### src/rtl/imm_gen_pipe_if.sv
// Handshake bundle for imm_gen_pipe: instruction side in, decoded immediate side out.
interface imm_gen_pipe_if #(
    parameter int XLEN  = 32,
    parameter int TAG_W = 8
);
    logic             flush;
    logic             in_valid;
    logic             in_ready;
    logic [31:0]      in_inst;
    logic [TAG_W-1:0] in_tag;
    logic             out_valid;
    logic             out_ready;
    logic [XLEN-1:0]  out_imm;
    logic [2:0]       out_fmt;
    logic             out_illegal;
    logic [TAG_W-1:0] out_tag;
    logic [15:0]      illegal_cnt;

    modport master (output flush, in_valid, in_inst, in_tag, out_ready,
                    input  in_ready, out_valid, out_imm, out_fmt, out_illegal, out_tag, illegal_cnt);
    modport slave  (input  flush, in_valid, in_inst, in_tag, out_ready,
                    output in_ready, out_valid, out_imm, out_fmt, out_illegal, out_tag, illegal_cnt);
endinterface

### src/rtl/imm_gen_pipe.sv
// RV32I/RV64I immediate decoder feeding a small valid/ready output FIFO.
// Decode is combinational on the offered word; only the FIFO is registered.
module imm_gen_pipe #(
    parameter int XLEN  = 32,
    parameter int DEPTH = 2,
    parameter int TAG_W = 8
) (
    input logic           clk,
    input logic           rst_n,
    imm_gen_pipe_if.slave bus
);
    localparam int PW = $clog2(DEPTH);
    localparam int CW = $clog2(DEPTH + 1);

    typedef enum logic [2:0] {FMT_R, FMT_I, FMT_S, FMT_B, FMT_U, FMT_J, FMT_Z, FMT_X} fmt_e;

    typedef struct packed {
        logic [XLEN-1:0]  imm;
        fmt_e             fmt;
        logic             illegal;
        logic [TAG_W-1:0] tag;
    } entry_t;

    logic [31:0]     inst;
    logic [4:0]      opc;
    logic [2:0]      f3;
    logic            is_shift;
    logic [XLEN-1:0] imm_i, imm_s, imm_b, imm_u, imm_j;
    entry_t          dec;

    assign inst     = bus.in_inst;
    assign opc      = inst[6:2];
    assign f3       = inst[14:12];
    assign is_shift = (f3 == 3'b001) || (f3 == 3'b101);
    assign imm_i    = XLEN'($signed(inst[31:20]));
    assign imm_s    = XLEN'($signed({inst[31:25], inst[11:7]}));
    assign imm_b    = XLEN'($signed({inst[31], inst[7], inst[30:25], inst[11:8], 1'b0}));
    assign imm_u    = XLEN'($signed({inst[31:12], 12'b0}));
    assign imm_j    = XLEN'($signed({inst[31], inst[19:12], inst[20], inst[30:21], 1'b0}));

    always_comb begin
        dec.imm     = '0;
        dec.fmt     = FMT_X;
        dec.tag     = bus.in_tag;
        if (inst[1:0] == 2'b11) begin
            case (opc)
                5'b00000, 5'b00011, 5'b11001: begin
                    dec.fmt = FMT_I;
                    dec.imm = imm_i;
                end
                5'b00100: begin
                    if (!is_shift) begin
                        dec.fmt = FMT_I;
                        dec.imm = imm_i;
                    end else if (XLEN == 64 || !inst[25]) begin
                        // inst[25] is zero whenever this is reached on RV32
                        dec.fmt = FMT_I;
                        dec.imm = XLEN'(inst[25:20]);
                    end
                end
                5'b00110: begin
                    if (XLEN == 64) begin
                        dec.fmt = FMT_I;
                        dec.imm = is_shift ? XLEN'(inst[24:20]) : imm_i;
                    end
                end
                5'b01000: begin
                    dec.fmt = FMT_S;
                    dec.imm = imm_s;
                end
                5'b11000: begin
                    dec.fmt = FMT_B;
                    dec.imm = imm_b;
                end
                5'b01101, 5'b00101: begin
                    dec.fmt = FMT_U;
                    dec.imm = imm_u;
                end
                5'b11011: begin
                    dec.fmt = FMT_J;
                    dec.imm = imm_j;
                end
                5'b11100: begin
                    if (f3 inside {3'b101, 3'b110, 3'b111}) begin
                        dec.fmt = FMT_Z;
                        dec.imm = XLEN'(inst[19:15]);
                    end else begin
                        dec.fmt = FMT_I;
                        dec.imm = imm_i;
                    end
                end
                5'b01100: dec.fmt = FMT_R;
                5'b01110: if (XLEN == 64) dec.fmt = FMT_R;
                default: ;
            endcase
        end
        dec.illegal = (dec.fmt == FMT_X);
    end

    entry_t        mem_q [DEPTH];
    entry_t        head;
    logic [PW-1:0] wr_ptr_q, wr_ptr_d, rd_ptr_q, rd_ptr_d;
    logic [CW-1:0] cnt_q, cnt_d;
    logic [15:0]   ill_cnt_q, ill_cnt_d;
    logic          push, pop;

    function automatic logic [PW-1:0] wrap_inc(input logic [PW-1:0] p);
        return (p == PW'(DEPTH - 1)) ? '0 : p + PW'(1);
    endfunction

    // Readiness depends on registered occupancy only, so no path from out_ready
    assign bus.in_ready  = (cnt_q != CW'(DEPTH));
    assign bus.out_valid = (cnt_q != '0);
    assign push          = bus.in_valid && bus.in_ready && !bus.flush;
    assign pop           = bus.out_valid && bus.out_ready && !bus.flush;

    always_comb begin
        wr_ptr_d  = wr_ptr_q;
        rd_ptr_d  = rd_ptr_q;
        cnt_d     = cnt_q;
        ill_cnt_d = ill_cnt_q;
        if (bus.flush) begin
            wr_ptr_d = '0;
            rd_ptr_d = '0;
            cnt_d    = '0;
        end else begin
            if (push) wr_ptr_d = wrap_inc(wr_ptr_q);
            if (pop)  rd_ptr_d = wrap_inc(rd_ptr_q);
            cnt_d = cnt_q + CW'(push) - CW'(pop);
        end
        if (push && dec.illegal && ill_cnt_q != 16'hFFFF) ill_cnt_d = ill_cnt_q + 16'd1;
    end

    always_ff @(posedge clk or negedge rst_n) begin
        if (!rst_n) begin
            wr_ptr_q  <= '0;
            rd_ptr_q  <= '0;
            cnt_q     <= '0;
            ill_cnt_q <= '0;
        end else begin
            wr_ptr_q  <= wr_ptr_d;
            rd_ptr_q  <= rd_ptr_d;
            cnt_q     <= cnt_d;
            ill_cnt_q <= ill_cnt_d;
        end
    end

    always_ff @(posedge clk) begin
        if (push) mem_q[wr_ptr_q] <= dec;
    end

    assign head            = bus.out_valid ? mem_q[rd_ptr_q] : '0;
    assign bus.out_imm     = head.imm;
    assign bus.out_fmt     = head.fmt;
    assign bus.out_illegal = head.illegal;
    assign bus.out_tag     = head.tag;
    assign bus.illegal_cnt = ill_cnt_q;
endmodule

### src/flat_wrapper.sv
// flat-port wrapper written by rule: the top's interface ports become plain ports
module imm_gen_pipe_flat 
#(
    parameter int XLEN  = 32,
    parameter int DEPTH = 2,
    parameter int TAG_W = 8
)
  (clk, rst_n, bus_flush, bus_in_valid, bus_in_inst, bus_in_tag, bus_out_ready, bus_in_ready, bus_out_valid, bus_out_imm, bus_out_fmt, bus_out_illegal, bus_out_tag, bus_illegal_cnt);
  imm_gen_pipe_if #(.XLEN(XLEN), .TAG_W(TAG_W)) bus_i ();
  input logic clk;
  input logic rst_n;
  input wire logic [$bits(bus_i.flush)-1:0] bus_flush;
  input wire logic [$bits(bus_i.in_valid)-1:0] bus_in_valid;
  input wire logic [$bits(bus_i.in_inst)-1:0] bus_in_inst;
  input wire logic [$bits(bus_i.in_tag)-1:0] bus_in_tag;
  input wire logic [$bits(bus_i.out_ready)-1:0] bus_out_ready;
  output wire logic [$bits(bus_i.in_ready)-1:0] bus_in_ready;
  output wire logic [$bits(bus_i.out_valid)-1:0] bus_out_valid;
  output wire logic [$bits(bus_i.out_imm)-1:0] bus_out_imm;
  output wire logic [$bits(bus_i.out_fmt)-1:0] bus_out_fmt;
  output wire logic [$bits(bus_i.out_illegal)-1:0] bus_out_illegal;
  output wire logic [$bits(bus_i.out_tag)-1:0] bus_out_tag;
  output wire logic [$bits(bus_i.illegal_cnt)-1:0] bus_illegal_cnt;
  assign bus_i.flush = bus_flush;
  assign bus_i.in_valid = bus_in_valid;
  assign bus_i.in_inst = bus_in_inst;
  assign bus_i.in_tag = bus_in_tag;
  assign bus_i.out_ready = bus_out_ready;
  assign bus_in_ready = bus_i.in_ready;
  assign bus_out_valid = bus_i.out_valid;
  assign bus_out_imm = bus_i.out_imm;
  assign bus_out_fmt = bus_i.out_fmt;
  assign bus_out_illegal = bus_i.out_illegal;
  assign bus_out_tag = bus_i.out_tag;
  assign bus_illegal_cnt = bus_i.illegal_cnt;
  imm_gen_pipe #(.XLEN(XLEN), .DEPTH(DEPTH), .TAG_W(TAG_W)) u_core (.clk(clk), .rst_n(rst_n), .bus(bus_i));
endmodule
### config.mk
export PLATFORM = sky130hd
export DESIGN_NAME = imm_gen_pipe_flat
export DESIGN_NICKNAME = d
export VERILOG_FILES = /design/src/rtl/imm_gen_pipe_if.sv /design/src/rtl/imm_gen_pipe.sv /design/src/flat_wrapper.sv
export SDC_FILE = /design/constraint.sdc
export NUM_CORES = 1
export LEC_CHECK = 0
export CAP_MARGIN = 5
export CORE_UTILIZATION = 25
export CTS_CLUSTER_SIZE = 28
export DETAILED_ROUTE_END_ITERATION = 8
export MAX_ROUTING_LAYER = met4
export PLACE_DENSITY = 0.47
export RECOVER_POWER = 25
export SYNTH_ARGS = -nofsm -noshare
export SYNTH_HDL_FRONTEND = slang
export SYNTH_SLANG_ARGS = --single-unit
### constraint.sdc
create_clock -name clk -period 3.6 [get_ports clk]
set_clock_uncertainty 0.15 [all_clocks]
set_input_delay 0.72 -clock clk [delete_from_list [all_inputs] [get_ports clk]]
set_output_delay 0.72 -clock clk [all_outputs]
set_load 0.005 [all_outputs]
==> impl_results.md <==
- Max Fclk: 333 MHz
- Peak supply drop: between 0.2 and 0.25 mV
- Pwr/cell area: 514 mW/mm^2
- R2r setup slk: 0.98 ns
- Max Slew Vio Count: 0
- Setup_tns: 0 ns
- Filler instances: about 2000
- Die Wd: 145 um
- Setup CP Type: reg2out
- CTS Buf Count: 9
- Port Buf Inserts: 106
- FFs w/ async S/R, synth: a little under a fifth
- TritonCTS sink count: 108
- Post-DP HPWL: 9.06 mm
- Starting DRT DRC Count: 151
- Crit-path max cell delay: 0.68 ns
- Commonest cells after routing, fill and taps aside: edfxtp_1, clkdlybuf4s50_1, nor2_1
- Startpoint Class: register
- RSZ-0062 raised after global routing: false
- Site Rows: 52
- WHS Path Cells: 1
- Gr ovfl total: 0
- Number of register bits inferred by synthesis: 108
- Final Hold Fails: 0
- Ys Warns: 0
- Metal3 WL: 546 um
- Hold slack: approximately 0.35 ns
- Cell Chain, Critical Path: buf_4, mux2i_1, nor2_1, clkdlybuf4s50_1
- Clock Latency Late Sink: 0.35 ns
- Post-Synthesis Cell Area: 0.00515 mm^2
- Vias in the first global route: 3690
- Final WS setup: 0.598 ns
- Met2 WL: about 6.1 mm
- Status: complete, no violations
- Max stage delay cell, worst path: dfrtp_2
- Die area: 0.0212 mm^2
- Max Cap Viol: 0
- Critical Path RT: roughly 2.7 ns
- Initial antenna violation count: 0
- Max layer used: met4
- Wirelength per Cell: ~15 um
- Clk pin slew, worst setup/hold paths: 0.08 ns
- Mean post-synth cell area: 12.1 um^2
- Slew @ Worst Pin: roughly 1 ns
- First-pass GRT wire length: 19.4 mm
- Clk root buf: clkbuf_16
- Setup bufs post-CTS: 0
- Number of diodes: 0
- Post-synth top flop: edfxtp_1
- Reg2reg start: u_core.cnt_q[1]
- Post-synth EDFFs: 88
- Routed Antenna Nets: 0
- Drt drc: 0
- Syn Nets: 475
- Crit path arrival time: 2.13 ns
- H-tree depth: 3
- Unique masters post-synth: 48
- Die Y: around 150 um
- Period utilization: 83.4%
- Design area: 0.00690 mm^2
- Worst min-delay path class: reg2reg
- CP max FO: 17
- Setup crit end kind: output pin
- Resize count post-CTS: 0
- WL final: 12.4 mm
- Final #Nets: around 600
- Dpl ws: roughly 0.32 ns
- RR Endpoint: u_core.mem_q[0][9]
- Vias: 3611
- Slew HR: 33.0%
- Starting density of the core: 25.4%
- Core Box Area: 0.0202 mm^2
- Gpl congestion: 0.858
- CTS tree: done
- Met1 Wirelength: 5.46 mm
- Crit. Startpoint: u_core.rd_ptr_q
- Area delta synth->final: 34.1%
- Post-place instance area: 0.00658 mm^2
- Clk buf depth: 2
- Layout Cells excl Fill: about 810
- FF+latch area: 0.00314 mm^2
- Leakage: between 2 and 2.5 nW
- Leading cell type in the layout, fill and taps excluded: edfxtp_1
- Mapped Cells: between 400 and 500
- Drt pass-1 iters: 4
- Post-synthesis sequential area ratio: 61.1%
- Period minus WS final: roughly 3 ns
- # setup viols final: 0
- Layout cells sized above 1: 9.41%
- Total track usage: 12.3%
- Vias per cell: 4.45
- CP endpoint: bus_out_imm[23]
- Maximum number of pins on one net before global-route repair: 37
- Post-cts hold buffer count: 0
- IO Pins: 107
- Dpl cells: 796
- Multi-input logic area: about 0.0019 mm^2
- Worst R2R Path Depth: 5
## through the flow
stage | utilization (%) | total power, mW
finish | 34.1 | 3.55
global route | 34.1 | 3.72
CTS | 34.2 | 3.62
detailed placement | 32.5 | 2.53
global placement | 32.5 | 2.52
floorplan | - | 1.98
## worst min-delay path by stage
stage / startpoint / to / slack [ns]
2_1_floorplan: rst_n / u_core.bus.illegal_cnt[0] / 0.27
3_3_place_gp: u_core.bus.illegal_cnt[11] / u_core.bus.illegal_cnt[11] / 0.34
3_5_place_dp: u_core.bus.illegal_cnt[11] / u_core.bus.illegal_cnt[11] / 0.35
4_1_cts: u_core.bus.illegal_cnt[11] / u_core.bus.illegal_cnt[11] / 0.36
5_1_grt: u_core.bus.illegal_cnt[11] / u_core.bus.illegal_cnt[11] / 0.38
6_report: u_core.bus.illegal_cnt[11] / u_core.bus.illegal_cnt[11] / 0.35
## cells by family after synthesis
kind of cell | synth area share (%)
simple gates | 15.5
flops | 61.1
compound gates | 7.34
mux | 9.41
buf+inv | 2.87
xor+xnor | 3.06
fa+ha+maj | 0.729
## metal layers
metal | GRT usage [%] | vias up
li1 | - | 1762
met1 | 14.7 | 1734
met2 | 20.2 | 100
met3 | 2.38 | 15
met4 | 4.89 | 0
met5 | - | -
## area by class of cell
| cell class | instances | share of cell area, % |
|---|---|---|
| sequential | 108 | 45.5 |
| multi-input combinational | 290 | 27.0 |
| timing repair buffer | 122 | 17.5 |
| tap | 270 | 4.89 |
| clock buffer | 9 | 3.26 |
| clock inverter | 7 | 1.50 |
| inverter | 6 | 0.326 |
## power breakdown
group | internal [mW] | switching [mW]
clock network | 0.623 | 0.465
logic | 0.499 | 0.424
registers | 1.46 | 0.0780
total | 2.58 | 0.967
## critical path: cells and delay by family, from the launching register on
| kind | cells | cell delay [ns] |
|---|---|---|
| buffers and inverters | 2 | 0.74 |
| DFF | 1 | 0.68 |
| muxes | 1 | 0.29 |
| and+or+nand+nor | 1 | 0.07 |
## registers in the layout, indices dropped and copies added (netlist names)
| register | count |
|---|---|
| u_core.rd_ptr_q | 1 |
| u_core.bus.illegal_cnt | 16 |
| u_core.mem_q | 88 |
| u_core.wr_ptr_q | 1 |
| u_core.cnt_q | 2 |
## Yosys cell counts (7+ instances only)
| master | count | area [um^2] |
|---|---|---|
| mux2i_1 | 45 | 450 |
| nand2_1 | 33 | 124 |
| and2_1 | 10 | 62.6 |
| edfxtp_1 | 88 | 2640 |
| a21oi_1 | 15 | 75.1 |
| clkbuf_1 | 7 | 26.3 |
| dfrtp_1 | 20 | 500 |
| nand3_1 | 17 | 85.1 |
| buf_2 | 10 | 50.1 |
| nor2b_1 | 9 | 56.3 |
| xnor2_1 | 15 | 131 |
| a21oi_2 | 11 | 96.3 |
| nor2_1 | 69 | 259 |
Power figures use the tool's default switching activity.
